<file path="config.mk">
export PLATFORM = sky130hd
export DESIGN_NAME = spi_regfile_periph
export DESIGN_NICKNAME = d
export VERILOG_FILES = /design/src/rtl/spi_regfile_periph.sv
export SDC_FILE = /design/constraint.sdc
export NUM_CORES = 1
export LEC_CHECK = 0
export ABC_AREA = 1
export CORE_ASPECT_RATIO = 0.5
export CORE_MARGIN = 5
export CORE_UTILIZATION = 36
export DETAILED_ROUTE_END_ITERATION = 16
export GPL_TIMING_DRIVEN = 0
export PLACE_DENSITY = 0.61
export SYNTH_ARGS = -nofsm -noshare
export SYNTH_HDL_FRONTEND = slang
export SYNTH_SLANG_ARGS = --single-unit
</file>
<file path="constraint.sdc">
create_clock -name clk -period 4.8 [get_ports clk]
set_input_delay 0.96 -clock clk [delete_from_list [all_inputs] [get_ports clk]]
set_output_delay 0.96 -clock clk [all_outputs]
set_load 0.005 [all_outputs]
</file>
<file path="src/rtl/spi_regfile_periph.sv">
`timescale 1ns/1ps
// spi_regfile_periph: SPI mode-0 peripheral (clk-oversampled) fronting a NUM_REGS x DATA_W register file
//   clk, rst_n         : system clock, async active-low reset
//   sclk, copi, ncs    : async SPI inputs (CPOL=0, ncs active-low)
//   cipo, cipo_oe      : peripheral data out (MSB first), driver enable while selected
//   regs_flat          : register r at [r*DATA_W +: DATA_W]
//   wr_strobe, wr_addr : one-clk pulse per committed write, address of last write
//   frame_err          : one-clk pulse on aborted frame or write to an unimplemented address
module spi_regfile_periph #(
  parameter int NUM_REGS    = 5,
  parameter int DATA_W      = 8,
  parameter int ADDR_W      = 7,
  parameter int SYNC_STAGES = 2
) (
  input  logic                       clk,
  input  logic                       rst_n,
  input  logic                       sclk,
  input  logic                       copi,
  input  logic                       ncs,
  output logic                       cipo,
  output logic                       cipo_oe,
  output logic [NUM_REGS*DATA_W-1:0] regs_flat,
  output logic                       wr_strobe,
  output logic [ADDR_W-1:0]          wr_addr,
  output logic                       frame_err
);
  localparam int FRAME_LEN = 1 + ADDR_W + DATA_W;
  localparam int CW = $clog2(FRAME_LEN);
  localparam int SW = (ADDR_W + 1 > DATA_W) ? ADDR_W + 1 : DATA_W;
  typedef enum logic [1:0] {IDLE, CMD, DATA, DONE} state_t;
  logic [SYNC_STAGES:0]   sclk_q, sclk_d, ncs_q, ncs_d;
  logic [SYNC_STAGES-1:0] copi_q, copi_d;
  logic                   sclk_rise, sclk_fall, ncs_rise, ncs_fall, copi_s;
  logic                   started_q, armed_q, armed_d;
  state_t                 state_q, state_d;
  logic [CW-1:0]          cnt_q, cnt_d;
  logic [SW-2:0]          shift_q, shift_d;
  logic [SW-1:0]          shift_in;
  logic                   rw_q, rw_d, addr_ok;
  logic [ADDR_W-1:0]      addr_q, addr_d, wr_addr_q, wr_addr_d;
  logic [DATA_W-1:0]      rshift_q, rshift_d;
  logic [DATA_W-1:0]      regs_q [NUM_REGS];
  logic [DATA_W-1:0]      regs_d [NUM_REGS];
  logic                   cipo_q, cipo_d, wr_strobe_q, wr_strobe_d, frame_err_q, frame_err_d;
  // top bit of each chain is the history flop used only for edge detection
  assign sclk_d    = {sclk_q[SYNC_STAGES-1:0], sclk};
  assign ncs_d     = {ncs_q[SYNC_STAGES-1:0], ncs};
  assign copi_d    = {copi_q[SYNC_STAGES-2:0], copi};
  assign copi_s    = copi_q[SYNC_STAGES-1];
  assign sclk_rise = sclk_q[SYNC_STAGES-1] & ~sclk_q[SYNC_STAGES];
  assign sclk_fall = ~sclk_q[SYNC_STAGES-1] & sclk_q[SYNC_STAGES];
  assign ncs_rise  = ncs_q[SYNC_STAGES-1] & ~ncs_q[SYNC_STAGES];
  // a frame in progress at reset release must not look like a fresh ncs fall:
  // only arm once the whole ncs chain has been seen high after the reset values flushed
  assign ncs_fall  = armed_q & ~ncs_q[SYNC_STAGES-1] & ncs_q[SYNC_STAGES];
  assign armed_d   = armed_q | (started_q & (&ncs_q));
  assign shift_in  = {shift_q, copi_s};
  assign addr_ok   = int'(addr_q) < NUM_REGS;
  always_comb begin
    state_d     = state_q;
    cnt_d       = cnt_q;
    shift_d     = shift_q;
    rw_d        = rw_q;
    addr_d      = addr_q;
    rshift_d    = rshift_q;
    regs_d      = regs_q;
    cipo_d      = 1'b0;
    wr_strobe_d = 1'b0;
    wr_addr_d   = wr_addr_q;
    frame_err_d = 1'b0;
    case (state_q)
      IDLE: if (ncs_fall) begin
        state_d = CMD;
        cnt_d   = '0;
        shift_d = '0;
      end
      CMD: if (ncs_rise) begin
        state_d     = IDLE;
        frame_err_d = 1'b1;
      end else if (sclk_rise) begin
        shift_d = shift_in[SW-2:0];
        cnt_d   = cnt_q + CW'(1);
        if (cnt_q == CW'(ADDR_W)) begin
          state_d  = DATA;
          rw_d     = shift_in[ADDR_W];
          addr_d   = shift_in[ADDR_W-1:0];
          rshift_d = '0;
          for (int r = 0; r < NUM_REGS; r++)
            if (shift_in[ADDR_W-1:0] == ADDR_W'(r)) rshift_d = regs_q[r];
        end
      end
      DATA: if (sclk_rise && cnt_q == CW'(FRAME_LEN - 1)) begin
        // last bit wins over a simultaneous ncs rise
        state_d = ncs_rise ? IDLE : DONE;
        if (rw_q && addr_ok) begin
          for (int r = 0; r < NUM_REGS; r++)
            if (addr_q == ADDR_W'(r)) regs_d[r] = shift_in[DATA_W-1:0];
          wr_strobe_d = 1'b1;
          wr_addr_d   = addr_q;
        end else begin
          frame_err_d = rw_q;
        end
      end else if (ncs_rise) begin
        state_d     = IDLE;
        frame_err_d = 1'b1;
      end else begin
        shift_d = sclk_rise ? shift_in[SW-2:0] : shift_q;
        cnt_d   = sclk_rise ? cnt_q + CW'(1) : cnt_q;
        cipo_d  = rw_q ? 1'b0 : sclk_fall ? rshift_q[DATA_W-1] : cipo_q;
        if (!rw_q && sclk_fall) rshift_d = rshift_q << 1;
      end
      DONE: if (ncs_rise) state_d = IDLE;
    endcase
  end
  always_ff @(posedge clk or negedge rst_n) begin
    if (!rst_n) begin
      sclk_q      <= '0;
      ncs_q       <= '1;
      copi_q      <= '0;
      started_q   <= 1'b0;
      armed_q     <= 1'b0;
      state_q     <= IDLE;
      cnt_q       <= '0;
      shift_q     <= '0;
      rw_q        <= 1'b0;
      addr_q      <= '0;
      rshift_q    <= '0;
      regs_q      <= '{default: '0};
      cipo_q      <= 1'b0;
      wr_strobe_q <= 1'b0;
      wr_addr_q   <= '0;
      frame_err_q <= 1'b0;
    end else begin
      sclk_q      <= sclk_d;
      ncs_q       <= ncs_d;
      copi_q      <= copi_d;
      started_q   <= 1'b1;
      armed_q     <= armed_d;
      state_q     <= state_d;
      cnt_q       <= cnt_d;
      shift_q     <= shift_d;
      rw_q        <= rw_d;
      addr_q      <= addr_d;
      rshift_q    <= rshift_d;
      regs_q      <= regs_d;
      cipo_q      <= cipo_d;
      wr_strobe_q <= wr_strobe_d;
      wr_addr_q   <= wr_addr_d;
      frame_err_q <= frame_err_d;
    end
  end
  for (genvar i = 0; i < NUM_REGS; i++) begin : g_flat
    assign regs_flat[i*DATA_W +: DATA_W] = regs_q[i];
  end
  assign cipo      = cipo_q;
  assign cipo_oe   = ~ncs_q[SYNC_STAGES-1];
  assign wr_strobe = wr_strobe_q;
  assign wr_addr   = wr_addr_q;
  assign frame_err = frame_err_q;
endmodule

</file>
==> flow_metrics.py <==
metrics = {
    "run_status": {
        "status": "complete, no violations",
    },
    "logic_synthesis": {
        "async_flop_share": 1.00,
        "yosysUniqueCellTypes": 30,
        "postSynthCellCount": 506,
        "synth_seq_area_share": 0.536,
        "syn_avg_cell_area_um2": 8.22,
        "syn_area_um2": 4160,
        "synth_nets": 516,
        "yosysWarnings": 0,
        "synth_edf_count": 0,
        "ys_ff_latch": 89,
        "synth_flop_cell": "dfrtp_1",
    },
    "pwr": {
        "power.internal_mw": 1.35,
        "power_leakage_nw": 2.50,
        "ir_drop_v": 0.000188,
        "combPwrFrac": 0.261,
        "p_sw_mw": 0.730,
        "seqPwrFrac": 0.411,
        "p_clk_frac": 0.328,
        "p_per_area_nw_per_um2": 400,
        "p_sw_frac": 0.351,
    },
    "cts": {
        "worstSkewPairLatency_ns": 0.34,
        "hold_buffers": 0,
        "clk_pin_slew_ns": 0.06,
        "postCtsSetupBuffers": 0,
        "cts_buffers": 9,
        "cts_sinks": 89,
        "root_buffer": "clkbuf_16",
        "cts.htree.levels": 3,
        "cts_tree": "built",
        "cts_resized": 0,
        "cts_buffer_depth": 2,
    },
    "sta": {
        "slew_headroom": 0.328,
        "period_needed_ns": 2.38,
        "rsz0062_at_grt": "false",
        "period_share": 0.495,
        "fin_skew_ns": 0.00608,
        "hold_slack_ns": 0.345,
        "slew_violations": 0,
        "setup_viol": 0,
        "tightest_slew_ns": 1.00,
        "fmax_mhz": 421,
        "hold_viol": 0,
    },
    "final_layout": {
        "finalNonFillerCells": 722,
        "syn_to_final_growth_pct": 24.9,
        "diodes": 0,
        "fill_cells": 1112,
        "drive_gt1_frac": 0.0797,
        "final_core_util": 0.466,
        "nets": 583,
        "multiInputGateArea_um2": 1640,
        "ff_latch_area_um2": 2230,
    },
    "grt": {
        "antenna_found_initial": 0,
        "grtUsageTotal": 0.158,
        "grt_pass1_vias": 3241,
        "grt_start_max_net_pins": 70,
        "grt_overflow": 0,
        "grt_pass1_wl_um": 17200,
    },
    "hold_path": {
        "min_path_type": "reg -> reg",
    },
    "critical_path": {
        "cp_data_arrival_time_ns": 1.42,
        "end_kind": "output pin",
        "slowest_delay_ns": 0.56,
        "path_class": "reg -> out",
        "start_kind": "register",
        "cp_top_family": "flip-flops",
        "worstPathCellList": "inv_1 -> clkdlybuf4s50_1",
        "worstPathMaxFanout": 4,
        "worstPathRequired_ns": 3.84,
        "worst-path-buf-inv": 2,
        "slowest_stage": "dfstp_2",
    },
    "detailed_routing": {
        "drt_iter0_drc": 248,
        "vias": 3534,
        "routed_wl_um": 10700,
        "drc": 0,
        "ant_nets": 0,
        "drt_pre_antenna_iters": 5,
        "viasPerCell": 4.89,
        "detail_route.wl_per_cell_um": 14.8,
    },
    "place": {
        "placed_cells": 707,
        "io_buffers": 55,
        "dp_hpwl_um": 7730,
        "gp_congestion": 0.895,
    },
    "floorplan": {
        "core_area_um2": 11100,
        "die_area_um2": 13900,
        "num_rows": 27,
        "die_w_um": 162,
        "die_y_um": 86.0,
        "pin_count": 56,
        "initial_utilization": 0.373,
    },
    "flow_run": {
        "maxCapViolCount": 0,
    },
}
registers in the layout (all words and copies together) (netlist names):
name       cells
rshift_q       8
started_q      1
sclk_q         3
copi_q         2
ncs_q          3
state_q        2
addr_q         7
frame_err      1
regs_flat     40
cipo           1
armed_q        1
rw_q           1
cnt_q          4
wr_strobe      1
wr_addr        7
shift_q        7
cell families after synthesis:
group	Yosys count	synth area share
XOR/XNOR	1	0.00211
adder cells (fa/ha/maj)	5	0.0150
AND/OR/NAND/NOR	272	0.282
AO/OA/AOI/OAI	69	0.0935
flip-flops	89	0.536
buffers and inverters	69	0.0707
other	1	0.000901
cell usage after synthesis (4+ instances only):
cell type  count  area, um^2
o21ai_0       36         180
a21oi_1        4        20.0
buf_2          7        35.0
nor3_1         5        25.0
ha_1           5        62.6
nand2_1      148         556
dfrtp_1       86        2150
o21ai_1       16        80.1
inv_1         53         199
nand3_1       63         315
clkbuf_1       5        18.8
o21ai_2        9        78.8
nor2_1        46         173
power groups by stage:
stage,sequential [mW],clock [mW],combinational [mW]
global placement,0.866,0,0.535
floorplan,0.854,0,0.385
detailed placement,0.868,0,0.541
CTS,0.854,0.693,0.545
global route,0.862,0.723,0.618
finish,0.856,0.681,0.543
cells in the final DEF (no fill, tap or decap), drive strengths merged:
master	count
clkdlybuf4s50	54
o211ai	1
xor2	1
o31ai	1
nand3	64
nor3	6
conb	1
a211oi	1
bufinv	1
nand2	151
clkinv	3
clkbuf	16
o21ai	61
buf	13
or2	1
nor4	1
dfstp	3
o21bai	1
nand4	1
inv	53
dfrtp	86
a21oi	4
ha	5
nor2	48
metrics by stage:
stage                     instance area, um^2  total power [mW]  setup slack (ns)  TNS (ns)
after global placement                   4890              1.40            -0.557    -47.21
after detailed placement                 4920              1.41              2.65         0
after floorplan                          4160              1.24              3.04         0
after global routing                     5200              2.20              2.36         0
after CTS                                5200              2.09              2.41         0
final                                    5200              2.08              2.42         0
per-layer routing:
metal  wire length (um)  GRT usage
met2               4820      0.249
met1               5190      0.218
met4                144     0.0437
met3                541     0.0398
met5                  0          0
area by class of cell:
| class | instances | share of cell area |
|---|---|---|
| sequential | 89 | 0.429 |
| multi-input combinational | 348 | 0.315 |
| timing repair buffer | 56 | 0.111 |
| clock buffer | 11 | 0.0448 |
| inverter | 53 | 0.0383 |
| tap | 145 | 0.0349 |
| buffer | 16 | 0.0183 |
| clock inverter | 4 | 0.00867 |
worst register-to-register path: cells and delay by family (launching register included):
family                 cells  cell delay (ns)
buffers and inverters      1             0.32
and+or+nand+nor            6             1.40
DFF                        1             0.40
final timing paths:
path | start | to | slack, ns | cells past startpoint
max | ncs_q[1] | cipo_oe | 2.42 | 2
max in group asynchronous | rst_n | rshift_q[1] | 3.67 | 2
min | copi_q[0] | copi_q[1] | 0.35 | 0
min in group asynchronous | rst_n | sclk_q[1] | 0.50 | 1
min reg2reg | copi_q[0] | copi_q[1] | 0.35 | 0
max reg2reg | shift_q[2] | rshift_q[1] | 2.64 | 7
Power figures use the tool's default switching activity.
